$ cat config.mk
export PLATFORM = sky130hd
export DESIGN_NAME = voice_mixer_pdm
export DESIGN_NICKNAME = d
export VERILOG_FILES = /design/src/rtl/voice_mixer_pdm.sv
export SDC_FILE = /design/constraint.sdc
export NUM_CORES = 1
export LEC_CHECK = 0
export ABC_CLOCK_PERIOD_IN_PS = 4400
export BUFFER_PORTS_ARGS = -buffer_cell sky130_fd_sc_hd__buf_2
export CORE_MARGIN = 1.5
export CORE_UTILIZATION = 57
export CTS_CLUSTER_SIZE = 16
export DETAILED_ROUTE_END_ITERATION = 6
export PLACE_DENSITY = 0.91
export SYNTH_ARGS = -nofsm -noshare
export SYNTH_HDL_FRONTEND = slang
export SYNTH_SLANG_ARGS = --single-unit
$ cat constraint.sdc
create_clock -name clk_i -period 4.4 [get_ports clk_i]
set_clock_uncertainty 0.2 [all_clocks]
set_input_delay 0.66 -clock clk_i [delete_from_list [all_inputs] [get_ports clk_i]]
set_output_delay 0.66 -clock clk_i [all_outputs]
set_load 0.005 [all_outputs]
$ cat src/rtl/voice_mixer_pdm.sv
// Voice mixer: gated voice popcount per sample tick, soft-mute volume ramp, first-order sigma-delta PDM out.
// Optional build macro MIX_LFSR_DITHER_EN adds a 16-bit Galois LFSR carry-in dither to the accumulator.
module voice_mixer_pdm #(
  parameter int VOICES   = 7,
  parameter int SMPL_DIV = 64,
  parameter int VOL_BW   = 4
) (
  input  logic                               clk_i,
  input  logic                               nrst_i,
  input  logic [VOICES-1:0]                  wave_i,
  input  logic [VOICES-1:0]                  active_i,
  input  logic                               mute_i,
  output logic [$clog2(VOICES+1)-1:0]        sample_o,
  output logic                               sampleStrb_o,
  output logic [VOL_BW-1:0]                  vol_o,
  output logic                               pdm_o
);

  localparam int SUM_BW = $clog2(VOICES+1);
  localparam int SC_BW  = $clog2(VOICES*(2**VOL_BW-1)+1);
  localparam int CNT_BW = $clog2(SMPL_DIV);
  localparam logic [CNT_BW-1:0] CNT_LAST = CNT_BW'(SMPL_DIV-1);
  localparam logic [CNT_BW-1:0] CNT_ONE  = CNT_BW'(1);
  localparam logic [VOL_BW-1:0] VOL_MAX  = '1;
  localparam logic [VOL_BW-1:0] VOL_ONE  = VOL_BW'(1);

  typedef enum logic [1:0] {MUTED, RAMP_UP, PLAY, RAMP_DOWN} state_e;

  logic [CNT_BW-1:0] tickCnt_q, tickCnt_d;
  logic              tick;
  logic [SUM_BW-1:0] sample_q, popCnt;
  logic              strb_q;
  state_e            state_q, state_d;
  logic [VOL_BW-1:0] vol_q, vol_d;
  logic              go;
  logic [SUM_BW+VOL_BW-1:0] prod;
  logic [SC_BW-1:0]  scaled;
  logic [SC_BW-1:0]  acc_q;
  logic [SC_BW:0]    accSum_d;
  logic              pdm_q;
  logic              carryIn;

  assign tick      = (tickCnt_q == CNT_LAST);
  assign tickCnt_d = tick ? '0 : tickCnt_q + CNT_ONE;
  assign go        = !mute_i && (active_i != '0);

  always_comb begin
    popCnt = '0;
    for (int i = 0; i < VOICES; i++) begin
      popCnt = popCnt + SUM_BW'(wave_i[i] & active_i[i]);
    end
  end

  // Volume ramp: moves one step per tick, reversing direction immediately when go changes.
  always_comb begin
    state_d = state_q;
    vol_d   = vol_q;
    if (tick) begin
      case (state_q)
        MUTED: begin
          if (go) begin
            vol_d   = VOL_ONE;
            state_d = RAMP_UP;
          end
        end
        RAMP_UP: begin
          if (!go) begin
            vol_d   = vol_q - VOL_ONE;
            state_d = (vol_q == VOL_ONE) ? MUTED : RAMP_DOWN;
          end else begin
            vol_d = vol_q + VOL_ONE;
            if (vol_q == VOL_MAX - VOL_ONE) state_d = PLAY;
          end
        end
        PLAY: begin
          if (!go) begin
            vol_d   = VOL_MAX - VOL_ONE;
            state_d = RAMP_DOWN;
          end
        end
        RAMP_DOWN: begin
          if (go) begin
            vol_d   = vol_q + VOL_ONE;
            state_d = (vol_q == VOL_MAX - VOL_ONE) ? PLAY : RAMP_UP;
          end else if (vol_q <= VOL_ONE) begin
            vol_d   = '0;
            state_d = MUTED;
          end else begin
            vol_d = vol_q - VOL_ONE;
          end
        end
        default: begin
          vol_d   = '0;
          state_d = MUTED;
        end
      endcase
    end
  end

  assign prod   = sample_q * vol_q;
  assign scaled = SC_BW'(prod);

`ifdef MIX_LFSR_DITHER_EN
  logic [15:0] lfsr_q;
  logic [15:0] lfsr_d;

  assign lfsr_d  = {1'b0, lfsr_q[15:1]} ^ (lfsr_q[0] ? 16'hB400 : 16'h0000);
  assign carryIn = lfsr_q[0] & (scaled != '0);

  always_ff @(posedge clk_i or negedge nrst_i) begin
    if (!nrst_i) lfsr_q <= 16'hACE1;
    else         lfsr_q <= lfsr_d;
  end
`else
  assign carryIn = 1'b0;
`endif

  assign accSum_d = {1'b0, acc_q} + {1'b0, scaled} + {{SC_BW{1'b0}}, carryIn};

  always_ff @(posedge clk_i or negedge nrst_i) begin
    if (!nrst_i) begin
      tickCnt_q <= '0;
      sample_q  <= '0;
      strb_q    <= 1'b0;
      state_q   <= MUTED;
      vol_q     <= '0;
      acc_q     <= '0;
      pdm_q     <= 1'b0;
    end else begin
      tickCnt_q <= tickCnt_d;
      strb_q    <= tick;
      if (tick) sample_q <= popCnt;
      state_q   <= state_d;
      vol_q     <= vol_d;
      acc_q     <= accSum_d[SC_BW-1:0];
      pdm_q     <= accSum_d[SC_BW];
    end
  end

  assign sample_o     = sample_q;
  assign sampleStrb_o = strb_q;
  assign vol_o        = vol_q;
  assign pdm_o        = pdm_q;

endmodule

# Word level (Yosys, flattened, before mapping)
# Cells that the tools add are included.
# classes
addsub,10
mul,1
order_cmp,1
eq_ne,10
mux,16
bitwise,7
reduce_logical,6
# ops
operator,n
2-to-1 mux 4 bit,5
2-to-1 mux 2 bit,8
one-hot mux 4 bit (4 select lines),1
adder 3 x 1 -> 3 bit,4
adder 7 x 7 -> 8 bit,1
one-hot mux 2 bit (4 select lines),1
AND 1 bit,7
multiplier 3 x 4 -> 7 bit,1
nonzero test 7 bit,1
adder 6 x 1 -> 6 bit (second input constant),1
equality test 6 bit (second input constant),1
2-to-1 mux 6 bit,1
inequality test 3 bit (second input constant),2
AND reduction 5 bit,1
adder 4 x 1 -> 4 bit (second input constant),1
equality test 2 bit (second input constant),2
equality test 4 x 1 -> 1 bit (second input constant),1
equality test 4 bit (second input constant),1
less-or-equal comparator 4 x 1 -> 1 bit (second input constant),1
inequality test 2 bit (second input constant),2
subtractor 4 x 1 -> 4 bit (second input constant),1
adder 2 x 1 -> 3 bit,1
AND reduction 3 bit,1
adder 1 x 1 -> 2 bit,1
4 further kinds,4
# word_totals
reg_bits,24
input_bits,17
out_inout_bits,9
wordCells,58

# Depth between registers and ports, before layout
# Gate-level depths: netlist of the first run.
# depth
word_depth,7
depth_mapped,12
mapped_depth_nobuf,11

# Worst setup path after synthesis of the first run
# No wires, ideal clock.
# synth_path
path_kind,input -> register
from,in active_i[0]
to,"reg sample_q[1], in the netlist sample_o[1]"
setup_ps,125
arrival_time_ps,3011
path_slack_ps,1065
cell_stages,8
path_buffers,0
path_cell_list,and2_1 fa_1 fa_1 inv_1 fa_1 inv_1 fa_1 mux2_2
# synth_between
elab_chain_len,7
# synth_rtl
item,line,rtl
"start, declared",11,"input logic [VOICES-1:0] active_i,"
AND 1 bit,50,popCnt = popCnt + SUM_BW'(wave_i[i] & active_i[i]);
adder 1 x 1 -> 2 bit,50,
adder 2 x 1 -> 3 bit,50,
adder 3 x 1 -> 3 bit (4 in series),50,
named net popCnt[1],31,"logic [SUM_BW-1:0] sample_q, popCnt;"
"end signal, assigned",132,if (tick) sample_q <= popCnt;
"end, declared",31,
# The timed path passes the listed nets, and every way through them passes these cells.
# A chain may end at the register's enable or synchronous reset.

# Final worst setup path of the first run
# layout_path
from,"reg vol_q[0], in the netlist vol_o[0]"
to,"reg pdm_q, in the netlist pdm_o"
# layout_between
elab_chain_len,2
# layout_rtl
item,line,rtl
"start, declared",34,"logic [VOL_BW-1:0] vol_q, vol_d;"
"start signal, assigned",134,vol_q <= vol_d;
multiplier 3 x 4 -> 7 bit,100,assign prod = sample_q * vol_q;
adder 7 x 7 -> 8 bit,118,"assign accSum_d = {1'b0, acc_q} + {1'b0, scaled} + {{SC_BW{1'b0}}, carryIn};"
named net accSum_d[7],39,logic [SC_BW:0] accSum_d;
"end signal, assigned",136,pdm_q <= accSum_d[SC_BW];
"end, declared",40,logic pdm_q;
# The timed path passes the listed nets, and every way through them passes these cells.

==> results of run 1 <==
==> placed cells by master (no fill, tap or decap), types with 2 or more instances in the layout <==
master / n
sky130_fd_sc_hd__inv_1: 17
sky130_fd_sc_hd__nand2_1: 10
sky130_fd_sc_hd__nor2_1: 9
sky130_fd_sc_hd__o211ai_1: 2
sky130_fd_sc_hd__nor2b_1: 2
sky130_fd_sc_hd__a21oi_1: 7
sky130_fd_sc_hd__a311oi_1: 2
sky130_fd_sc_hd__o31ai_1: 2
sky130_fd_sc_hd__ha_1: 15
sky130_fd_sc_hd__buf_2: 25
sky130_fd_sc_hd__dfrtp_1: 24
sky130_fd_sc_hd__xor2_1: 3
sky130_fd_sc_hd__a21o_1: 3
sky130_fd_sc_hd__xnor2_1: 5
sky130_fd_sc_hd__mux2_2: 2
sky130_fd_sc_hd__nand3_1: 8
sky130_fd_sc_hd__o21ai_0: 4
sky130_fd_sc_hd__and2_1: 14
sky130_fd_sc_hd__nand2b_1: 2
sky130_fd_sc_hd__fa_1: 11
sky130_fd_sc_hd__clkbuf_4: 3
sky130_fd_sc_hd__o22a_1: 2
==> logic make-up after synthesis <==
logic type               share of synthesized area
multiplexers                                0.0271
buffers and inverters                       0.0549
adder cells (fa/ha/maj)                      0.232
AND/OR/NAND/NOR                              0.169
AO/OA/AOI/OAI                                0.135
flip-flops                                   0.342
XOR/XNOR                                    0.0399
==> sequential cells by signal (all words and copies together) (netlist names) <==
name          cells
tickCnt_q         6
state_q           2
sampleStrb_o      1
sample_o          3
vol_o             4
pdm_o             1
acc_q             7
==> per-stage QoR <==
stage / cells / worst slack, ns / hold slack [ns]
3_5_place_dp: 221 / 0.824 / 0.279
5_1_grt: 225 / 0.834 / 0.123
2_1_floorplan: 171 / 1.06 / 0.164
3_3_place_gp: 221 / 0.920 / 0.262
4_1_cts: 225 / 1.03 / 0.117
6_report: 225 / 1.03 / 0.107
==> per-layer routing <==
layer  share of wire  GRT usage
met5               0          0
met4           0.017     0.0831
met2            0.53      0.425
met1            0.40      0.320
met3           0.050     0.0330
==> path summary, 6_finish.rpt <==
kind                                          endpoint  slack [ns]  cells past startpoint
worst max-delay path                   pdm_o$_DFF_PN0_        1.03                     10
worst min-delay path            sampleStrb_o$_DFF_PN0_        0.11                      1
worst max register to register         pdm_o$_DFF_PN0_        1.03                     10
worst min register to register  tickCnt_q[4]$_DFF_PN0_        0.29                      1
max in group asynchronous           acc_q[3]$_DFF_PN0_        3.53                      1
min in group clk_i              tickCnt_q[4]$_DFF_PN0_        0.29                      1
==> cell type report <==
type | instances | area [um^2] | area share
repair buffers | 25 | 125 | 0.0645
flip-flops and latches | 24 | 601 | 0.310
clock buffers | 3 | 22.5 | 0.0116
inverters | 17 | 63.8 | 0.0329
clock inverters | 1 | 30.0 | 0.0155
multi-input cells | 124 | 1060 | 0.546
well taps | 31 | 38.8 | 0.0200
==> where the power goes <==
group          leakage (uW)  total [uW]  switching [uW]  internal (uW)
registers          0.000313         222            1.12            221
logic              0.000661        40.9            23.8           17.1
clock network     0.0000279         159            66.8           92.0
==> summary.md, run 1 <==
The cell area after placement is 0.00189 mm^2, and the longest individual stage delay on the worst path is 0.57 ns. The post-route clock period utilization was 0.766; the number of global-route vias before repair was 1391. The run gives 0 as the count of warnings emitted by yosys. Grouping stages by cell kind, the critical path spends the most delay in adder cells. The worst setup path is launched from a flip-flop. The post-route core utilization was 0.686; the count of endpoints failing hold in the final timing report was 0.

The analysis attributes to cell leakage a power of 0.00100 uW. The flip-flop and latch count after synthesis was 24. In the synthesized netlist the dominant register cell turns out to be sky130_fd_sc_hd__dfrtp_1.

The number of buffer cells added on primary ports is 25, and the number of maximum-capacitance constraint violations is 0. Setup repair after global routing left no endpoint under its margin. The core region is 0.00283 mm^2. Ranked by instance count, the synthesized netlist is headed by 24 x sky130_fd_sc_hd__dfrtp_1, 17 x sky130_fd_sc_hd__inv_1, 15 x sky130_fd_sc_hd__ha_1.

The worst setup path is captured at a flip-flop. The total overflow left after global routing is 0. The time the final worst path needs with I/O delays and setup is 3.37 ns. Power spread over the standard cell area amounts to 218 mW/mm^2. The average size of a mapped cell works out to 10.3 um^2. The data required time at the worst endpoint is 4.41 ns, and the all-layer global routing usage is 0.246.

The post-synthesis sequential area ratio was 0.342; the number of diodes was 0. The count of TritonRoute iterations in the first routing pass is 4. Power comes to 422 uW.

In this run the remaining antenna-violating nets after routing total 0. Among all cell types in the netlist, the one instantiated most often is sky130_fd_sc_hd__dfrtp_1. The area share of the largest cell type after synthesis was 0.342; the post-cts repair resize count was 0. Using the TritonRoute via totals, the vias-per-cell ratio works out to 6.02. For the maximum level of the CTS H-tree, the log shows 1. The number of antenna violations at the first check in global routing is 0, and the vertical die dimension is 58.5 um.

TritonCTS built the clock tree. After clock tree synthesis, the clock-pin slew on the worst setup and hold paths is 0.14 ns. In this run the worst setup path begins at vol_o[0]$_DFFE_PN0P_. Fraction of layout cells with a size suffix above 1: 0.191. The tools report the net count reported at finish as 238.

The standard cell with the maximum stage delay on the critical path is sky130_fd_sc_hd__dfrtp_1. Ranked by total cell area, the synthesized netlist is headed by sky130_fd_sc_hd__dfrtp_1 34%, sky130_fd_sc_hd__fa_1 13%, sky130_fd_sc_hd__ha_1 11%, sky130_fd_sc_hd__and2_1 5.0%, sky130_fd_sc_hd__inv_1 3.6%. The effective utilization at floorplan came out at 0.621. The number of flops mapped to enable cells by yosys is 0, and the post-CTS setup-driven buffer insertion count is 0. At the end of routability-driven placement, the weighted congestion stood at 0.883.

For the worst-case headroom to the max-slew limit, the log shows 0.395. The setup path with the least slack is of type reg -> reg. The logs give 0 for the number of DRC violations after detailed routing and 3 for the total CTS buffers. The tools report the peak supply drop as 0.000177 V. Number of buffer and inverter instances along the worst setup path: 1. The later pin in the worst-skew pair is clocked with a latency of 0.31 ns. The cell count after synthesis came out at 171. The run gives 6440 um as the global-route wire length before repair. The run finished with clean final reports. Yosys mapped the design onto 45 distinct sky130hd cell types. Setup total negative slack on the finished layout was measured at 0 ns. The layout has 203 filler cells. Share of flip-flops with an asynchronous set or reset: 1.00. The largest total area in the synthesized netlist belongs to sky130_fd_sc_hd__dfrtp_1.

The mean routed wirelength per cell was 15.7 um; the total standard cell area after synthesis was 0.00176 mm^2. Number of placement rows: 19. The run gives 0 as the post-cts hold buffer count.

The path category of the worst min-delay check was in -> async. Detailed placement ended at an HPWL of 2730 um. The number of DRC markers after the initial detailed-route iteration was 78. Counting along the longest clock path gives a buffer depth of 2. Cell repeated most along the worst path: sky130_fd_sc_hd__fa_1.

Wires add up to 3540 um. The final-report max-slew violation count came out at 0. Timing would allow up to 0.297 GHz.

In this run the worst path has a maximum fanout of 10. The horizontal extent of the die was 58.5 um; the maximum number of pins on one net before global-route repair was 25. 26 I/O pins were placed. The tree is rooted in a sky130_fd_sc_hd__clkbuf_4.

The die covers 0.00342 mm^2. Count of endpoints failing setup in the final report: 0. The post-route standard cell area excluding fillers came out at 0.00194 mm^2. The area overhead of the layout relative to synthesis is 10.5%.

For the worst endpoint data arrival time, the log shows 3.38 ns. For this design, the sink count on the clock tree is 24. The worst register-to-register path begins at vol_o[0]$_DFFE_PN0P_. For the pin with the worst max-slew slack, the measured transition is 0.904 ns. The critical path goes through nand2_1 -> fa_1 -> inv_1 -> fa_1 -> fa_1 -> a21o_1 -> a21oi_1 -> nor2b_1 -> o21ai_0 -> nand2b_1. For this block, the via count after detailed routing is 1354. The synthesized netlist net count was 214.
No activity file was read; power rests on OpenSTA's default activity.
==> inputs of run 2 (changes only) <==
- ABC_CLOCK_PERIOD_IN_PS: 4400 -> 3250
- clock period: 4.4 -> 3.25 ns (I/O delays scaled with it)
==> summary.md, run 2 (synthesis results as in run 1) <==
In this run the worst hold path is classified as reg -> reg. For the half-perimeter wire length after detailed placement, the log shows 2810 um (+2.8%). The category of the critical setup timing path was reg -> reg.

Relative to the synthesized area, the layout overhead comes to 14.8%. The register-to-register setup slack was 0.18 ns (-0.85 ns); the horizontal extent of the die was 58.5 um (unchanged). The transition time of the tightest slew-check pin is 0.923 ns (+0.0190 ns), and the effective utilization at floorplan is 0.621 (unchanged). Peak supply drop: 0.000291 V (+64%). The mean routed wirelength per cell is 16.6 um (+5.7%). The post-route standard cell area excluding fillers came out at 0.00201 mm^2 (+3.9%). Count of TritonRoute iterations in the first routing pass: 4 (unchanged). Walking the worst path, the cells encountered are and2_1 -> fa_1 -> inv_1 -> fa_1 -> inv_1 -> ha_1 -> a21o_1 -> a21oi_2 -> nor2b_1 -> o21ai_0 -> nand2b_1.

The logs give 0 (unchanged) for the number of maximum-capacitance constraint violations and 0.712 (+0.0265) for the post-route core utilization. The run gives 0.00342 mm^2 (unchanged) as the die area. The fraction of layout cells with a size suffix above 1 came out at 0.243 (+0.0519).

For the number of diodes, the log shows 0 (unchanged). The global-route congestion overflow total is 0 (unchanged). Floorplan core area: 0.00283 mm^2 (unchanged). The maximum number of pins on one net before global-route repair was 25 (unchanged); the number of buffer and inverter instances along the worst setup path was 2 (+1). On the critical path the largest part of the delay comes from adder cells.

The cell depth of the worst setup path works out to 11 (+1). Count of endpoints failing hold in the final timing report: 0 (unchanged). The vertical die dimension is 58.5 um (unchanged).

The power density of the placed cells was 289 mW/mm^2 (+33%); the cell area after placement was 0.00194 mm^2 (+2.8%). The peak fanout along the critical path is 6 (-4). The run gives 0 (unchanged) as the number of DRC violations after detailed routing. Worst hold margin: 0.295 ns (+0.189 ns). The number of cells on the worst reg-to-reg path came out at 11 (+1). For the data required time at the worst endpoint, the log shows 3.29 ns (-1.12 ns).

Most flop-heavy register: acc_q. The tools report the global-route wire length before repair as 6480 um (+0.65%). Setup repair after global routing left no endpoint under its margin. The top-level port count was 26 (unchanged).

The run gives 0 (unchanged) as the final-report max-slew violation count. The via count normalized by instance count works out to 6.13 (+1.9%). The time the final worst path needs with I/O delays and setup works out to 3.07 ns (-0.304 ns). The largest buffer count on any clock path is 2 (unchanged), and the net count reported at finish is 246 (+3.4%). The clock sink count was 24 (unchanged); the leakage dissipation was 0.00104 uW (+3.6%). The logs give 0 (unchanged) for the number of nets still failing antenna checks after routing and 0 (unchanged) for the count of endpoints failing setup in the final report. The worst-case headroom to the max-slew limit is 0.382 (-0.0127), and the post-route clock period utilization is 0.944 (+0.177). The critical register-to-register path endpoint is pdm_o$_DFF_PN0_. STA classifies the critical path startpoint as a flip-flop. The library cell used most frequently in the layout, excluding fill and tap cells, is sky130_fd_sc_hd__buf_2. The number of antenna violations at the first check in global routing was 0 (unchanged). The number of global-route vias before repair was 1441 (+3.6%). In the layout the commonest cells are 25 x sky130_fd_sc_hd__buf_2, 22 x sky130_fd_sc_hd__dfrtp_1, 17 x sky130_fd_sc_hd__inv_1. The run gives 3 (unchanged) as the total CTS buffers. The maximum level of the CTS H-tree was 1 (unchanged); the number of instances on the worst hold path was 1. The detailed-route via count is 1429 (+5.5%). The fmax came out at 0.326 GHz (+9.9%). The worst register-to-register path begins at sample_o[2]$_DFFE_PN0P_.

The worst min-delay path startpoint was tickCnt_q[4]$_DFF_PN0_. The tools report the root buffer cell as sky130_fd_sc_hd__clkbuf_4. The longest individual stage delay on the worst path was 0.54 ns (-0.03 ns).

The standard cell with the maximum stage delay on the critical path is sky130_fd_sc_hd__fa_1. The flow ran to the end, and the final reports show no timing, DRC or antenna violations. The latest clock arrival within the worst-skew pair was 0.33 ns (+0.02 ns); the worst endpoint data arrival time was 3.10 ns (-0.28 ns). The logs give 0 ns (unchanged) for the sum of negative setup slack and 57 (-27%) for the number of DRC markers after the initial detailed-route iteration. The logs give 0.859 (-2.7%) for the final weighted congestion of routability-driven global placement and 0.254 (+0.00764) for the all-layer global routing usage.

The worst hold path terminates at tickCnt_q[4]$_DFF_PN0_. For the post-CTS setup-driven buffer insertion count, the log shows 0 (unchanged). For the number of placement rows, the log shows 19 (unchanged).

The number of buffer cells added on primary ports works out to 25 (unchanged). The total routed wirelength came out at 3870 um (+9.4%). The flip-flop count of the largest register after layout works out to 7 (unchanged).

TritonCTS built the clock tree. The clock edge transition at the registers on the reported setup and hold paths is 0.14 ns (about the same). The tools report the sort of element at the end of the critical path as a flip-flop.
-- run 2: layout make-up --
type | count | area [um^2]
multi-input cells | 124 | 1070
fillers | 181 | 815
flip-flops and latches | 24 | 603
repair buffers | 33 | 188
inverters | 17 | 63.8
well taps | 31 | 38.8
clock inverters | 1 | 30.0
clock buffers | 3 | 22.5
-- run 2: metal layers --
layer / share of wire / vias to the layer above / wire [um] / GRT usage
met5: 0 / - / 0 / 0
met4: 0.037 / 0 / 143 / 0.116
met3: 0.073 / 15 / 282 / 0.0505
met2: 0.52 / 83 / 2020 / 0.451
met1: 0.37 / 688 / 1420 / 0.294
li1: - / 643 / - / -
-- run 2: through the flow --
stage / setup WS, ns / total power [uW] / std cells
after global routing: 0.0155 / 603 / 233
after floorplan: 0.0872 / 337 / 171
after CTS: 0.0578 / 582 / 233
after detailed placement: -0.0880 / 362 / 228
final: 0.183 / 582 / 233
after global placement: -0.0538 / 359 / 228
-- run 2: worst max path at each step --
stage / start / endpoint / slack (ns)
final: sample_o[2]$_DFFE_PN0P_ / pdm_o$_DFF_PN0_ / 0.18
after global routing: sample_o[2]$_DFFE_PN0P_ / pdm_o$_DFF_PN0_ / 0.02
after CTS: sample_o[2]$_DFFE_PN0P_ / pdm_o$_DFF_PN0_ / 0.06
after detailed placement: active_i[0] / sample_o[1]$_DFFE_PN0P_ / -0.09
after global placement: active_i[0] / sample_o[1]$_DFFE_PN0P_ / -0.05
after floorplan: active_i[0] / sample_o[1]$_DFFE_PN0P_ / 0.09
-- run 2: what timing repair did --
| action | CTS | global route |
|---|---|---|
| resized for setup | 0 | 5 |
| endpoints found under the hold margin | 24 | 0 |
| hold buffers | 1 | 0 |
| endpoints found under the setup margin | 0 | 2 |
-- run 2: report_power, final --
group | switching (uW) | leakage [uW] | internal (uW)
clock network | 100 | 0.0000279 | 125
logic | 30.6 | 0.000700 | 24.9
registers | 1.66 | 0.000310 | 299
total | 133 | 0.00104 | 449
-- run 2: worst reg2reg max path: stages (launching register included) --
cell                       delay [ns]
sky130_fd_sc_hd__dfrtp_2         0.47
sky130_fd_sc_hd__and2_1          0.17
sky130_fd_sc_hd__fa_1            0.54
sky130_fd_sc_hd__inv_1           0.05
sky130_fd_sc_hd__fa_1            0.49
sky130_fd_sc_hd__inv_1           0.04
sky130_fd_sc_hd__ha_1            0.34
sky130_fd_sc_hd__a21o_1          0.21
sky130_fd_sc_hd__a21oi_2         0.18
sky130_fd_sc_hd__nor2b_1         0.06
sky130_fd_sc_hd__o21ai_0         0.15
sky130_fd_sc_hd__nand2b_1        0.07
==> inputs of run 3 (changes only) <==
- CELL_PAD_IN_SITES_DETAIL_PLACEMENT: unset -> 0
- CELL_PAD_IN_SITES_GLOBAL_PLACEMENT: unset -> 2
- CORE_UTILIZATION: 57 -> 36
- PLACE_DENSITY: 0.91 -> 0.9
==> summary.md, run 3 (synthesis results as in run 1) <==
The run gives 0 (unchanged) as the number of nets still failing antenna checks after routing. In this run the clock root is driven by a sky130_fd_sc_hd__clkbuf_8. The run gives 0.587 (+0.205) as the worst-case headroom to the max-slew limit. The final weighted congestion of routability-driven global placement is 0.763 (-11%), and the number of global-route vias before repair is 1291 (-10%). The clock sink count is 24 (unchanged).

The half-perimeter wire length after detailed placement was 2580 um (-7.9%); the post-CTS setup-driven buffer insertion count was 0 (unchanged). The run gives 0.00472 mm^2 (+67%) as the floorplan core area. The instance count after placement with tap cells included was 268 (+18%); the area overhead of the layout relative to synthesis was 18.3%. The checks that failed: negative hold slack. The worst hold path belongs to the class in -> async. The time the final worst path needs with I/O delays and setup came out at 3.06 ns (-0.0104 ns). Fraction of layout cells with a size suffix above 1: 0.244 (+0.00133).

The startpoint type of the worst setup path was a primary input. The run gives 3240 um (-16%) as the total routed wirelength. The number of DRC violations after detailed routing was 0 (unchanged); the global-route congestion overflow total was 0 (unchanged). The logs give 0.144 (-0.110) for the all-layer global routing usage and 9 (+9) for the count of endpoints failing hold in the final timing report. The logs give 3 (unchanged) for the total CTS buffers and 1 (unchanged) for the maximum level of the CTS H-tree. Post-route core utilization: 0.440 (-0.272). The transition time of the tightest slew-check pin is 0.619 ns (-0.304 ns). The longest individual stage delay on the worst path is 0.54 ns (about the same), and the number of buffer cells added on primary ports is 25 (unchanged). Maximum number of pins on one net before global-route repair: 25 (unchanged). The logs give 0.327 GHz (+0.34%) for the fmax and 0.27 ns (-0.06 ns) for the latest clock arrival within the worst-skew pair.

The tools report the peak supply drop as 0.000191 V (-34%). The clock edge transition at the registers on the reported setup and hold paths works out to 0.09 ns (-0.05 ns). Leaving out fill and tap cells, the most frequent cell in the layout is sky130_fd_sc_hd__buf_2. For the worst endpoint data arrival time, the log shows 3.02 ns (-0.08 ns). The post-route clock period utilization is 0.940 (-0.00319), and the horizontal extent of the die is 72.8 um (+25%).

The worst setup path is captured at a flip-flop. The critical path goes through buf_2 -> and2_1 -> fa_1 -> fa_1 -> inv_1 -> fa_1 -> inv_1 -> fa_1 -> mux2_2. The effective utilization at floorplan came out at 0.372 (-0.249). The post-layout instance count excluding filler cells is 272 (+17%). Setup repair after global routing left no endpoint under its margin. For the total chip power, the log shows 565 uW (-2.9%). The count of TritonRoute iterations in the first routing pass is 4 (unchanged). The run finished, with violations left.

The peak fanout along the critical path works out to 2 (-4). The tools report the net count reported at finish as 249 (+1.2%). The mean routed wirelength per cell is 11.9 um (-28%).

The count of endpoints failing setup in the final report came out at 0 (unchanged). The placement-stage worst setup slack came out at -0.124 ns (-0.0356 ns). The tools report the number of placement rows as 25 (+6).

The number of diodes is 0 (unchanged). The leakage dissipation was 0.00106 uW (+2.2%); the number of DRC markers after the initial detailed-route iteration was 38 (-33%). The logs give 0.00201 mm^2 (+3.9%) for the cell area after placement and 0.194 ns (+0.0104 ns) for the smallest setup slack after layout. The detailed-route via count is 1296 (-9.3%). The tools report the global-route wire length before repair as 5960 um (-8.0%).

TritonCTS built the clock tree. The via count normalized by instance count came out at 4.76 (-22%). In the layout the commonest cells are 25 x sky130_fd_sc_hd__buf_2, 24 x sky130_fd_sc_hd__dfrtp_1, 17 x sky130_fd_sc_hd__inv_1.

Final-report max-slew violation count: 0 (unchanged). The run gives 0.00208 mm^2 (+3.1%) as the post-route standard cell area excluding fillers. The power density of the placed cells is 272 mW/mm^2 (-5.9%).

The number of maximum-capacitance constraint violations was 0 (unchanged); the largest buffer count on any clock path was 2 (unchanged). The category of the critical setup timing path is in -> reg. Standard cell with the maximum stage delay on the critical path: sky130_fd_sc_hd__fa_1. Most flop-heavy register: acc_q. The flip-flop count of the largest register after layout works out to 7 (unchanged). The die area was 0.00530 mm^2 (+55%). The cell repeated most along the worst path was sky130_fd_sc_hd__fa_1. Vertical die dimension: 72.8 um (+25%). The number of cells on the worst reg-to-reg path works out to 11 (unchanged).

Number of antenna violations at the first check in global routing: 0 (unchanged). The top-level port count was 26 (unchanged); the worst hold margin was -0.00497 ns (-0.300 ns). The data required time at the worst endpoint is 3.22 ns (-0.07 ns).
-- run 3: cell count changes in the layout (fill, tap and decap cells not counted), sizes merged --
cell         delta
buf             +4
bufinv          -1
dlygate4sd3     -1
clkbuf          +1
-- run 3: worst paths after layout --
path	startpoint	to	slack [ns]
min in group clk_i	tickCnt_q[4]$_DFF_PN0_	tickCnt_q[4]$_DFF_PN0_	0.28
worst max-delay path	active_i[0]	sample_o[1]$_DFFE_PN0P_	0.19
max in group asynchronous	nrst_i	acc_q[0]$_DFF_PN0_	2.47
worst max register to register	sample_o[2]$_DFFE_PN0P_	pdm_o$_DFF_PN0_	0.23
worst min register to register	tickCnt_q[4]$_DFF_PN0_	tickCnt_q[4]$_DFF_PN0_	0.28
worst min-delay path	nrst_i	acc_q[6]$_DFF_PN0_	-0.005
-- run 3: what timing repair did --
| item | CTS | global route |
|---|---|---|
| gates resized for setup | 0 | 2 |
| hold buffers | 0 | 0 |
| hold endpoints to repair | 0 | 0 |
| endpoints found under the setup margin | 0 | 2 |
-- run 3: area by class of cell --
| cell class | instances | area [um^2] |
|---|---|---|
| multi-input combinational | 124 | 1070 |
| timing repair buffer | 36 | 208 |
| clock buffer | 4 | 55.1 |
| sequential | 24 | 601 |
| fill | 473 | 2650 |
| inverter | 17 | 63.8 |
| tap | 67 | 83.8 |
-- run 3: power breakdown --
| group | leakage [uW] | internal [uW] | total (uW) | switching [uW] |
|---|---|---|---|---|
| Sequential | 0.000313 | 299 | 300 | 1.46 |
| Combinational | 0.000719 | 24.8 | 55.4 | 30.6 |
| Clock | 0.0000288 | 108 | 209 | 100 |
-- run 3: stage by stage --
stage          hold slack (ns)  TNS, ns
5_1_grt                 0.0301        0
2_1_floorplan         -0.00809        0
4_1_cts                 0.0143        0
3_5_place_dp             0.266   -0.124
6_report              -0.00497        0
3_3_place_gp             0.265  -0.0604
-- run 3: layer usage --
layer | GRT usage | wire, um | vias up
met5 | 0 | 0 | -
met4 | 0.0377 | 41 | 0
met3 | 0.0207 | 134 | 4
met2 | 0.219 | 1420 | 38
met1 | 0.216 | 1650 | 605
li1 | - | - | 649
-- run 3: critical path, delay by kind of cell --
kind / cells / cell delay [ns]
multiplexers: 1 / 0.27
buffers and inverters: 3 / 0.23
adder cells (fa/ha/maj): 4 / 1.88
AND/OR/NAND/NOR: 1 / 0.16
